## src/rtl/tagged_fifo_pkg.sv

```systemverilog
// Shared tag encodings and width helper for the tagged parallel FIFO.
// A tag's bit 1 marks start-of-row and bit 0 marks end-of-row.
package tagged_fifo_pkg;

  localparam logic [1:0] TAG_MID    = 2'b00;
  localparam logic [1:0] TAG_EOR    = 2'b01;
  localparam logic [1:0] TAG_SOR    = 2'b10;
  localparam logic [1:0] TAG_SINGLE = 2'b11;

  function automatic int unsigned word_width(input int unsigned data_width,
                                             input int unsigned tag_width);
    return data_width + tag_width;
  endfunction

endpackage

```

## src/rtl/tagged_fifo_mem.sv

```systemverilog
// Multi-lane storage for the tagged FIFO: PAR_WRITE write lanes, PAR_READ asynchronous read lanes.
// Lane i addresses base + i, wrapping modulo DEPTH. Contents are not reset.
module tagged_fifo_mem #(
  parameter int unsigned WORD_WIDTH = 18,
  parameter int unsigned DEPTH      = 64,
  parameter int unsigned PAR_WRITE  = 1,
  parameter int unsigned PAR_READ   = 1,
  parameter int unsigned ADDR_LEN   = $clog2(DEPTH)
) (
  input  logic                             clk,
  input  logic                             we,
  input  logic [ADDR_LEN-1:0]              waddr,
  input  logic [PAR_WRITE*WORD_WIDTH-1:0]  wdata,
  input  logic [ADDR_LEN-1:0]              raddr,
  output logic [PAR_READ*WORD_WIDTH-1:0]   rdata
);

  logic [WORD_WIDTH-1:0] mem [DEPTH];

  always_ff @(posedge clk) begin
    if (we) begin
      for (int i = 0; i < PAR_WRITE; i++) begin
        mem[waddr + ADDR_LEN'(i)] <= wdata[i*WORD_WIDTH +: WORD_WIDTH];
      end
    end
  end

  always_comb begin
    rdata = '0;
    for (int i = 0; i < PAR_READ; i++) begin
      rdata[i*WORD_WIDTH +: WORD_WIDTH] = mem[raddr + ADDR_LEN'(i)];
    end
  end

endmodule

```

## src/rtl/tagged_par_fifo.sv

```systemverilog
// Tagged FIFO with PAR_WRITE words per push and PAR_READ words per pop, counting complete rows
// and flagging malformed SOR/EOR tag sequences on the write side.
module tagged_par_fifo
  import tagged_fifo_pkg::*;
#(
  parameter int unsigned DATA_WIDTH = 16,
  parameter int unsigned TAG_WIDTH  = 2,
  parameter int unsigned DEPTH      = 64,
  parameter int unsigned PAR_WRITE  = 1,
  parameter int unsigned PAR_READ   = 1,
  parameter int unsigned ADDR_LEN   = $clog2(DEPTH)
) (
  input  logic                                       clk,
  input  logic                                       rst,
  input  logic                                       flush,
  input  logic                                       wen,
  input  logic [PAR_WRITE*(DATA_WIDTH+TAG_WIDTH)-1:0] din,
  input  logic                                       ren,
  output logic [PAR_READ*(DATA_WIDTH+TAG_WIDTH)-1:0]  dout,
  output logic                                       dout_valid,
  output logic                                       full,
  output logic                                       empty,
  output logic [ADDR_LEN:0]                          count,
  output logic [ADDR_LEN:0]                          rows_avail,
  output logic                                       tag_err,
  output logic                                       overflow
);

  localparam int unsigned W = word_width(DATA_WIDTH, TAG_WIDTH);
  localparam logic [ADDR_LEN:0] DepthC = (ADDR_LEN+1)'(DEPTH);
  localparam logic [ADDR_LEN:0] PwC    = (ADDR_LEN+1)'(PAR_WRITE);
  localparam logic [ADDR_LEN:0] PrC    = (ADDR_LEN+1)'(PAR_READ);
  localparam logic [ADDR_LEN:0] OneC   = (ADDR_LEN+1)'(1);

  logic [ADDR_LEN-1:0]     wptr_q, rptr_q;
  logic [ADDR_LEN:0]       count_q, count_d, rows_q, rows_d;
  logic [ADDR_LEN:0]       push_rows, pop_rows;
  logic                    in_row_q, in_row_d, tag_err_q, tag_err_d, overflow_q;
  logic                    dout_valid_q;
  logic [PAR_READ*W-1:0]   dout_q, rdata;
  logic                    push, pop;
  logic [TAG_WIDTH-1:0]    lane_tag;
  logic [1:0]              tag;

  tagged_fifo_mem #(
    .WORD_WIDTH (W),
    .DEPTH      (DEPTH),
    .PAR_WRITE  (PAR_WRITE),
    .PAR_READ   (PAR_READ),
    .ADDR_LEN   (ADDR_LEN)
  ) u_mem (
    .clk   (clk),
    .we    (push),
    .waddr (wptr_q),
    .wdata (din),
    .raddr (rptr_q),
    .rdata (rdata)
  );

  // Occupancy decisions use start-of-cycle count, so a same-cycle pop never frees room for a push.
  always_comb begin
    full  = (DepthC - count_q) < PwC;
    empty = count_q < PrC;
    push  = wen && !full && !flush;
    pop   = ren && !empty && !flush;
  end

  // Walk write lanes oldest-first, carrying row state across lanes and cycles.
  always_comb begin
    in_row_d  = in_row_q;
    tag_err_d = tag_err_q;
    push_rows = '0;
    lane_tag  = '0;
    tag       = '0;
    for (int i = 0; i < PAR_WRITE; i++) begin
      lane_tag = din[i*W+DATA_WIDTH +: TAG_WIDTH];
      tag      = lane_tag[1:0];
      unique case (tag)
        TAG_SOR: begin
          if (in_row_d) tag_err_d = 1'b1;
          in_row_d = 1'b1;
        end
        TAG_MID: begin
          if (!in_row_d) tag_err_d = 1'b1;
          in_row_d = 1'b1;
        end
        TAG_EOR: begin
          if (!in_row_d) tag_err_d = 1'b1;
          in_row_d  = 1'b0;
          push_rows = push_rows + OneC;
        end
        TAG_SINGLE: begin
          if (in_row_d) tag_err_d = 1'b1;
          in_row_d  = 1'b0;
          push_rows = push_rows + OneC;
        end
        default: ;
      endcase
    end
  end

  always_comb begin
    pop_rows = '0;
    for (int i = 0; i < PAR_READ; i++) begin
      if (rdata[i*W+DATA_WIDTH]) pop_rows = pop_rows + OneC;
    end
  end

  always_comb begin
    count_d = count_q + (push ? PwC : '0) - (pop ? PrC : '0);
    rows_d  = rows_q + (push ? push_rows : '0) - (pop ? pop_rows : '0);
  end

  always_ff @(posedge clk or negedge rst) begin
    if (!rst) begin
      wptr_q       <= '0;
      rptr_q       <= '0;
      count_q      <= '0;
      rows_q       <= '0;
      in_row_q     <= 1'b0;
      tag_err_q    <= 1'b0;
      overflow_q   <= 1'b0;
      dout_valid_q <= 1'b0;
      dout_q       <= '0;
    end else if (flush) begin
      wptr_q       <= '0;
      rptr_q       <= '0;
      count_q      <= '0;
      rows_q       <= '0;
      in_row_q     <= 1'b0;
      tag_err_q    <= 1'b0;
      overflow_q   <= 1'b0;
      dout_valid_q <= 1'b0;
    end else begin
      if (push) begin
        wptr_q    <= wptr_q + ADDR_LEN'(PAR_WRITE);
        in_row_q  <= in_row_d;
        tag_err_q <= tag_err_d;
      end
      if (wen && full) overflow_q <= 1'b1;
      if (pop) begin
        rptr_q <= rptr_q + ADDR_LEN'(PAR_READ);
        dout_q <= rdata;
      end
      dout_valid_q <= pop;
      count_q      <= count_d;
      rows_q       <= rows_d;
    end
  end

  assign dout       = dout_q;
  assign dout_valid = dout_valid_q;
  assign count      = count_q;
  assign rows_avail = rows_q;
  assign tag_err    = tag_err_q;
  assign overflow   = overflow_q;

endmodule

```

## config.mk

```make
export PLATFORM = sky130hd
export DESIGN_NAME = tagged_par_fifo
export DESIGN_NICKNAME = d
export VERILOG_FILES = /design/src/rtl/tagged_fifo_pkg.sv /design/src/rtl/tagged_fifo_mem.sv /design/src/rtl/tagged_par_fifo.sv
export SDC_FILE = /design/constraint.sdc
export NUM_CORES = 1
export LEC_CHECK = 0
export BUFFER_PORTS_ARGS = -buffer_cell sky130_fd_sc_hd__buf_2
export CAP_MARGIN = 20
export CORE_ASPECT_RATIO = 1.5
export CORE_MARGIN = 10
export CORE_UTILIZATION = 39
export CTS_CLUSTER_DIAMETER = 40
export DETAILED_ROUTE_END_ITERATION = 12
export PLACE_DENSITY = 0.52
export SLEW_MARGIN = 10
export SYNTH_ARGS = -nofsm -noshare
export SYNTH_HDL_FRONTEND = slang
export SYNTH_HIERARCHICAL = 1
export SYNTH_SLANG_ARGS = --single-unit
```

## constraint.sdc

```tcl
create_clock -name clk -period 9 [get_ports clk]
set_clock_uncertainty 0.05 [all_clocks]
set_input_delay 0.45 -clock clk [delete_from_list [all_inputs] [get_ports clk]]
set_output_delay 0.45 -clock clk [all_outputs]
set_load 0.05 [all_outputs]
```

Word-level counts from Yosys, hierarchy flattened
Memory sizes are Yosys's and may differ from the RTL's.
Index checks and enable logic that the tools add are counted.
Word-level totals
  bits in registers: 48
  bits in latches: 0
  bits in writable memories: 1152
  bits in read-only memories: 0
  input bits: 23
  output and inout port bits: 37
  logic and storage cells: 68
  memories: 1
Operators by class
  add/sub/neg operators: 7
  multiply operators: 0
  div/mod/pow operators: 0
  order comparisons: 2
  equal/unequal tests: 5
  shifts and indexed selects: 0
  mux-type cells: 25
  bitwise logic cells: 1
  reductions and logical operators: 18
Memories
  u_mem.mem: depth 64, width 18, rd ports 1, clocked after memory_dff 0, wr ports 1, line tagged_fifo_mem.sv:18  | logic [WORD_WIDTH-1:0] mem [DEPTH];
Operator list (number)
  $mux W7: 4
  $mux W6: 4
  $mux W1: 15
  $lt A7 B1 Y1 const B: 2
  $add A6 B1 Y6 const B: 2
  $reduce_or A2 Y1: 4
  $add A7 B1 Y7: 1
  $add A7 B7 Y7: 1
  $sub A7 B1 Y7: 1
  $sub A7 B7 Y7: 1
  $sub A7 B7 Y7 const A: 1
  $reduce_bool A2 Y1: 3
  $logic_and A1 B1 Y1: 5
  $eq A2 B2 Y1 const B: 2
  $pmux W1 S2: 2
  $logic_not A1 Y1: 3
  $ne A3 B1 Y1 const B: 1
  $ne A3 B3 Y1 const B: 1
  $reduce_and A3 Y1: 1
  $eq A2 B1 Y1 const B: 1
  $logic_not A2 Y1: 1
  $reduce_and A2 Y1: 1
  $not A1 Y1: 1

Longest topological paths before layout
Gate-level depths: netlist of run 1.
  depth after elaboration: 9
  mapped depth: 20
  depth with buffers taken out: 17

Modules after synthesis
Netlist of run 1, hierarchy kept.
By module, submodules not included
  tagged_fifo_mem: instances 1, cells each 1939, area an instance 44261.2 um^2, sequential area each 34593.2 um^2
  tagged_par_fifo: instances 1, cells each 248, area an instance 2660.1 um^2, sequential area each 1201.2 um^2

Least setup slack after synthesis of run 1
Ideal clock, no wire load.
  path kind: register -> register
  start: register count_q[1] (netlist: count[1])
  end: register rows_q[6] (netlist: rows_avail[6])
  setup time: 131 ps
  arrival time: 4185 ps
  data required time: 8819 ps
  setup slack: 4633 ps
  stages on the path, launching flop included: 18
  buffers on the path: 0
  period minus slack after synthesis: 4367 ps
  cell sequence: dfrtp_1 inv_1 ha_1 xnor2_1 or4_4 o41ai_4 nor2_1 nand2_1 ha_1 inv_1 ha_1 inv_1 fa_1 nor2b_1 o21ai_0 a21boi_0 or3_1 nand3_1
On the way
  word-level cells in the longest chain between the ends: 9
  elaborated cells between the ends (all ways): 14
  classes of those cells: 3 x add/sub; 2 x order compare; 3 x mux; 6 x reduce/logical
RTL lines
  from (decl): line tagged_par_fifo.sv:36  | logic [ADDR_LEN:0] count_q, count_d, rows_q, rows_d;
  from (signal assigned): line tagged_par_fifo.sv:146  | count_q <= count_d;
  $sub A7 B7 Y7: line tagged_par_fifo.sv:62  | full = (DepthC - count_q) < PwC;
  $lt A7 B1 Y1: line tagged_par_fifo.sv:62
  $logic_not A1 Y1: line tagged_par_fifo.sv:64  | push = wen && !full && !flush;
  $logic_and A1 B1 Y1 (2 in series): line tagged_par_fifo.sv:64
  named net push: line tagged_par_fifo.sv:41  | logic push, pop;
  $mux W7: line tagged_par_fifo.sv:111  | rows_d = rows_q + (push ? push_rows : '0) - (pop ? pop_rows : '0);
  $add A7 B7 Y7: line tagged_par_fifo.sv:111
  $sub A7 B7 Y7: line tagged_par_fifo.sv:111
  $mux W7: line tagged_par_fifo.sv:125  | end else if (flush) begin
  to (signal assigned): line tagged_par_fifo.sv:147  | rows_q <= rows_d;
  to (decl): line tagged_par_fifo.sv:36
The timed path passes the listed nets, and every way through them passes these cells.
A chain may end at the register's enable or synchronous reset.

Final worst setup path of run 1
  start: register rptr_q[1]
  end: register rows_q[6] (netlist: rows_avail[6])
On the way
  word-level cells in the longest chain between the ends: 5
RTL lines
  from (decl): line tagged_par_fifo.sv:35  | logic [ADDR_LEN-1:0] wptr_q, rptr_q;
  from (signal assigned): line tagged_par_fifo.sv:142  | rptr_q <= rptr_q + ADDR_LEN'(PAR_READ);
  $mem_v2 Z64 W18
  named net rdata[16]: line tagged_par_fifo.sv:40  | logic [PAR_READ*W-1:0] dout_q, rdata;
  $mux W1: line tagged_par_fifo.sv:105  | if (rdata[i*W+DATA_WIDTH]) pop_rows = pop_rows + OneC;
  $mux W7: line tagged_par_fifo.sv:111
  $sub A7 B7 Y7: line tagged_par_fifo.sv:111
  $mux W7: line tagged_par_fifo.sv:125
The timed path passes the listed nets, and every way through them passes these cells.

==> results.ini, run 1 <==
[status]
status=complete, no violations

[worst_setup_path]
critPathBufInv=3
crit_arrival_ns=5.90
cp_max_fo=42
crit_type=flop to flop
path_cells=buf_4, mux4_2, mux2i_1, a21oi_1, o211ai_1, o21ai_1, and2_1, ha_1, inv_1, ha_1, inv_1, fa_1, nor2b_1, o21ai_0, a21boi_0, or3_1, nand3_1
cp-start-kind=flop
crit_slowest_cell=dfrtp_4
cpPeakStageDelay_ns=0.96
crit_required_ns=9.54
crit_family=compound AO/OA/AOI/OAI gates
cp-end-kind=flop

[die]
io_pins=60
die_w_um=303
die-area_sq_um=135000
core-area_sq_um=119000
dieHeight_um=445
row_count=155
start_util_pct=39.3

[layout]
drive_gt1_share_pct=30.7
final_nets=2406
final_cells=4029
multi_input_area_sq_um=10600
fin_area_sq_um=53700
syn2layout_area_growth_pct=14.4
regArea_sq_um=35800
nFillCells=10000

[placement]
place_worst_setup_slack_ns=3.59
port_buffers=59
placed_cell_area_sq_um=49700
hpwl_um=73500
gp_congestion=0.808
placedCellCount=3801

[clocking]
cts_buffers=121
cts_resized=0
clock-sinks=1200
cts_tree=done
path_clk_slew_ns=0.06
clockBufferDepth=3
htree_levels=3
insertion_delay_ns=0.74
cts_root_buffer=clkbuf_16

[grt]
grt_pass1_wl_um=175000
grt_usage_pct=18.2
grt_pass1_vias=23600
grt-ovfl-total=0
antenna_found_initial=4
grt_max_degree=67

[timing]
min_period_over_period_pct=59.5
fmax_ghz=0.187
rsz0062_at_grt=false
min_period_ns=5.35
slew_headroom_pct=26.2
finalSetupViolations=0
fin_ws_ns=3.65
timing.setup.tns_ns=0
worst_pin_slew_ns=1.11
final_max_slew_viol_count=0
hold_violations=0

[job]
maxCapViolations=0

[routing]
drc=0
drt_wl_total_um=122000
drtPass1Iterations=5
via_count=22500
drtIter0Drc=2024
routedWlPerCell_um=30.3
vias_per_cell=5.57
ant_nets=0

[min_path]
min_path_type=primary input to flop

[synth]
synthCells=2187
synth_edf_count=1152
synth_seq_area_share_pct=76.3
syn-cell-area_sq_um=46900
yosys.area.top_type_share_pct=73.7
synthTopCellsByArea=edfxtp_1, mux4_2, dfrtp_1, mux2i_1, nor2_1
ys_async_sr_fraction_pct=4.00
synthTopCellsByCount=edfxtp_1, mux4_2, nor2_1, mux2i_1, dfrtp_1
yosysWarnings=6
yosysMostFrequentCell=edfxtp_1
syn_area_per_cell_sq_um=21.5
synthFlopType=edfxtp_1
synth_nets=2237
synth.largest_area_cell=edfxtp_1
synth-seq-cells=1200
synth_cell_types=59

[power_and_ir_drop]
power_mw=14.0
peakVddDrop_mv=0.192
p_per_area_nw_per_um2=261
p_leak_nw=16.5

[registers in the layout (all words and copies together), names as in the netlist]
signal / count
u_mem/mem: 1152
dout: 18
count: 7
rows_avail: 7
rptr_q: 6
wptr_q: 6
dout_valid: 1
in_row_q: 1
overflow: 1
tag_err: 1
[worst min-delay path, stage by stage]
cell and delay, ns:
buf_2 0.15, a21oi_1 0.09, nor2_1 0.08
[per-layer routing]
layer | vias up | GRT usage [%] | share of wire, %
met5 | - | 0 | 0.012
met4 | 2 | 7.58 | 3.8
met3 | 191 | 2.35 | 4.4
met2 | 605 | 32.8 | 54
met1 | 12200 | 21.5 | 38
li1 | 9448 | - | -
[report_power, final]
part	internal [mW]	switching, mW	total [mW]
Clock	2.85	2.17	5.03
Combinational	1.06	1.52	2.58
Sequential	6.22	0.169	6.39
[timing repair]
item                       4_1_cts  5_1_grt
hold endpoints to repair        48        0
setup endpoints to repair        0        0
hold buffers                     1        0
buffers inserted                 0        0
[layout make-up]
class / instances / area share [%]
antenna: 2 / 0.00932
clock buffer: 138 / 5.88
clock inverter: 86 / 1.56
inverter: 27 / 0.189
multi-input combinational: 847 / 19.7
sequential: 1200 / 66.7
tap: 1570 / 3.66
timing repair buffer: 159 / 2.33
[through the flow]
stage	util (%)	hold slack, ns
finish	45.0	0.0537
global placement	41.3	0.437
global route	45.0	0.0548
CTS	45.0	0.00489
floorplan	-	0.104
detailed placement	41.6	0.448
[final timing paths]
check | start | endpoint | slack, ns | cells past startpoint
setup / recovery | rptr_q[1]$_DFFE_PN0P_ | rows_avail[6]$_DFF_PN0_ | 3.65 | 17
hold / removal | wen | overflow$_DFFE_PN0P_ | 0.05 | 3
setup reg to reg | rptr_q[1]$_DFFE_PN0P_ | rows_avail[6]$_DFF_PN0_ | 3.65 | 17
hold reg to reg | dout[4]$_DFFE_PN0P_ | dout[4]$_DFFE_PN0P_ | 0.46 | 1
max in group asynchronous | rst | rptr_q[1]$_DFFE_PN0P_ | 7.89 | 3
min in group asynchronous | rst | count[2]$_DFF_PN0_ | 0.38 | 3
[cells in the final DEF, fill, tap and decap left out, drive strengths merged, types with 5 or more instances in the layout]
cell and instances:
or3 19, nor2b 10, buf 158, nor3 19, bufinv 11, nand2b 6
o22ai 26, ha 25, dfrtp 48, nand4 5, nor2 110, o21ai 62
nand3 16, xnor2 11, edfxtp 1152, clkbuf 138, a211oi 17, clkinvlp 12
nand3b 5, mux4 300, mux2 30, a21oi 42, inv 40, a22oi 5
clkinv 50, nand2 30, mux2i 64
[cells by family after synthesis]
logic type,after synthesis,synth area share [%]
AOI/OAI and AO/OA,175,2.25
xor gates and xnor gates,15,0.280
adders and majority gates,27,0.752
buffers and inverters,140,1.57
DFF,1200,76.3
muxes,394,16.5
and+or+nand+nor,236,2.38
Power figures use the tool's default switching activity.
==> run 2: changes to the inputs <==
ABC_AREA = 1   (was unset)
clock period = 5 ns   (was 9 ns; I/O delays follow)
==> run 2 against run 1 <==
  * First-iteration DRC count rose by 30%
  * Clock power rose by 99%
  * Final area rose by 4.8%
  * Largest cell class unchanged
  * Highest routed layer is now met4
==> results.ini, run 2 <==
[status]
status=complete, no violations  ; unchanged

[min_path]
min_from=din[11]  ; was wen
hold_depth=1  ; was 3
hold_end=u_mem/mem[8][11]$_DFFE_PP_  ; was overflow$_DFFE_PN0P_
min_path_type=primary input to flop  ; unchanged

[die]
row_count=160  ; was 155
core-area_sq_um=127000  ; was 119000 sq um
die-area_sq_um=143000  ; was 135000 sq um
dieHeight_um=458  ; was 445 um
io_pins=60  ; unchanged
die_w_um=312  ; was 303 um
start_util_pct=39.3  ; about the same

[worst_setup_path]
cp-end-kind=flop  ; unchanged
crit_required_ns=5.63  ; was 9.54 ns
cp_max_fo=53  ; was 42
crit_type=flop to flop  ; unchanged
reg2reg_slack_ns=0.82  ; was 3.65 ns
r2r-end=rows_avail[4]$_DFF_PN0_  ; was rows_avail[6]$_DFF_PN0_
cp-start-kind=flop  ; unchanged
reg2reg_from=rptr_q[0]$_DFFE_PN0P_  ; was rptr_q[1]$_DFFE_PN0P_
ff2ff_path_depth=19  ; was 17
crit_arrival_ns=4.81  ; was 5.90 ns

[synth]
synth-seq-cells=1200  ; unchanged
yosys.area.top_type_share_pct=69.4  ; was 73.7%
yosysMostFrequentCell=nand2_1  ; was edfxtp_1
synth_nets=4306  ; was 2237
synthFlopType=edfxtp_1  ; unchanged
synthTopCellsByCount=nand2_1, edfxtp_1, nand3_1, buf_2, buf_6  ; was edfxtp_1, mux4_2, nor2_1, mux2i_1, dfrtp_1
synthTopCellsByArea=edfxtp_1, nand2_1, nand3_1, dfrtp_1, buf_6  ; was edfxtp_1, mux4_2, dfrtp_1, mux2i_1, nor2_1
synth_cell_types=39  ; was 59
synth_seq_area_share_pct=71.8  ; was 76.3%
synth_edf_count=1152  ; unchanged
ys_async_sr_fraction_pct=4.00  ; unchanged
syn_area_per_cell_sq_um=11.7  ; was 21.5 sq um
synth.largest_area_cell=edfxtp_1  ; unchanged
yosysWarnings=6  ; unchanged
syn-cell-area_sq_um=49800  ; was 46900 sq um
synthCells=4256  ; was 2187

[power_and_ir_drop]
peakVddDrop_mv=0.359  ; was 0.192 mV
power_mw=28.6  ; was 14.0 mW
p_per_area_nw_per_um2=507  ; was 261 nW/um^2
p_leak_nw=20.5  ; was 16.5 nW

[placement]
gp_congestion=0.874  ; was 0.808
placedCellCount=5888  ; was 3801
place_worst_setup_slack_ns=0.885  ; was 3.59 ns
placed_cell_area_sq_um=51700  ; was 49700 sq um
port_buffers=59  ; unchanged
hpwl_um=90900  ; was 73500 um

[routing]
via_count=32600  ; was 22.5k
routedWlPerCell_um=24.7  ; was 30.3 um
vias_per_cell=5.32  ; was 5.57
drc=0  ; unchanged
ant_nets=0  ; unchanged
drt_wl_total_um=152000  ; was 122000 um
drtPass1Iterations=5  ; unchanged
drtIter0Drc=2636  ; was 2024

[clocking]
cts_root_buffer=clkbuf_16  ; unchanged
path_clk_slew_ns=0.06  ; about the same
htree_levels=4  ; was 3
insertion_delay_ns=0.76  ; was 0.74 ns
post_cts_buffers=0  ; unchanged
cts_buffers=134  ; was 121
clock-sinks=1200  ; unchanged
clockBufferDepth=3  ; unchanged
cts_tree=done  ; unchanged

[timing]
final_max_slew_viol_count=0  ; unchanged
finalSetupViolations=0  ; unchanged
worst_pin_slew_ns=1.06  ; was 1.11 ns
min_period_over_period_pct=83.5  ; was 59.5%
rsz0062_at_grt=false  ; unchanged
hold_violations=0  ; unchanged
slew_headroom_pct=29.3  ; was 26.2%
min_period_ns=4.18  ; was 5.35 ns
fmax_ghz=0.239  ; was 0.187 GHz
fin_ws_ns=0.824  ; was 3.65 ns
timing.setup.tns_ns=0  ; unchanged
hold-worst-slack_ns=0.0386  ; was 0.0537 ns

[layout]
nFillCells=11900  ; was 10.0k
largest_reg_flops=1152  ; unchanged
final_nets=4385  ; was 2406
final_cells=6140  ; was 4029
regArea_sq_um=35800  ; about the same
regMostFlops=u_mem/mem  ; unchanged
final_cell_mix=nand2_1, edfxtp_1, nand3_1  ; was edfxtp_1, mux4_2, clkbuf_16
multi_input_area_sq_um=12200  ; was 10600 sq um
fin_util_pct=44.3  ; was 45.0%
drive_gt1_share_pct=10.5  ; was 30.7%
syn2layout_area_growth_pct=13.0  ; was 14.4%
fin_area_sq_um=56300  ; was 53700 sq um
mostFrequentLayoutCell=nand2_1  ; was edfxtp_1

[grt]
grt_usage_pct=20.8  ; was 18.2%
grt_pass1_vias=31800  ; was 23.6k
antenna_found_initial=3  ; was 4
grt_max_degree=177  ; was 67
grt_pass1_wl_um=221000  ; was 175000 um
grt-ovfl-total=0  ; unchanged

[job]
maxCapViolations=0  ; unchanged

==> run 2: cell count changes in the layout (fill, tap and decap cells not counted), sizes merged, moves of 31 or more <==
| cell | before | now |
|---|---|---|
| buf | 158 | 189 |
| mux2i | 64 | 0 |
| mux4 | 300 | 0 |
| nand2 | 30 | 1558 |
| nand3 | 16 | 1005 |
| o21ai | 62 | 12 |
==> run 2: worst max path at each step <==
stage                                     start                          to  cells past startpoint
after floorplan              count[1]$_DFF_PN0_  u_mem/mem[48][0]$_DFFE_PP_                     12
after global placement    rptr_q[0]$_DFFE_PN0P_     rows_avail[4]$_DFF_PN0_                     19
after detailed placement  rptr_q[0]$_DFFE_PN0P_     rows_avail[4]$_DFF_PN0_                     19
after CTS                 rptr_q[0]$_DFFE_PN0P_     rows_avail[4]$_DFF_PN0_                     19
after global routing      rptr_q[0]$_DFFE_PN0P_     rows_avail[4]$_DFF_PN0_                     19
final                     rptr_q[0]$_DFFE_PN0P_     rows_avail[4]$_DFF_PN0_                     19
==> run 2: cell families (layout without fill, tap and decap cells) <==
group | after synthesis | after routing | share of synthesized area, %
simple gates | 2671 | 2671 | 22.9
flops | 1200 | 1200 | 71.8
buf+inv | 313 | 495 | 3.99
compound gates | 34 | 34 | 0.387
fa+ha+maj | 27 | 27 | 0.708
xor+xnor | 11 | 11 | 0.193
other cells | 0 | 1 | 0
==> run 2: worst max-delay path: stages, from the launching register on <==
cell	delay [ns]
dfrtp_4	0.73
buf_4	0.60
nand2_1	0.12
nand3_1	0.11
nand3_1	0.10
nand2_1	0.13
nand2_1	0.06
nand3_1	0.15
nand3_1	0.17
nand2_1	0.13
nand2_1	0.15
inv_1	0.11
ha_1	0.22
inv_1	0.06
ha_1	0.17
inv_1	0.06
fa_1	0.40
o21ai_0	0.24
o21ai_0	0.11
a21oi_1	0.16
==> run 2: power by group <==
part | switching [mW] | internal, mW
clock | 4.07 | 5.94
combinational | 5.45 | 1.73
sequential | 0.186 | 11.2
==> run 2: timing repair <==
action	CTS	global route
hold buffers	12	0
gates resized for setup	0	0
hold endpoints to repair	190	0
==> run 2: cell type report <==
| class | instances | share of cell area (%) |
|---|---|---|
| Antenna cell | 1 | 0.00445 |
| Clock buffer | 165 | 6.33 |
| Clock inverter | 74 | 1.60 |
| Inverter | 55 | 0.445 |
| Multi-Input combinational cell | 2743 | 21.7 |
| Sequential cell | 1200 | 63.6 |
| Tap cell | 1701 | 3.78 |
| Timing Repair Buffer | 201 | 2.54 |
==> run 2: per-layer routing <==
metal / global-route usage, % / vias to the layer above / wire length, um
met5: 0 / - / 0
met2: 36.0 / 1099 / 77000
met1: 25.4 / 16200 / 59600
met4: 10.1 / 0 / 7620
met3: 2.96 / 283 / 7750
li1: - / 15100 / -
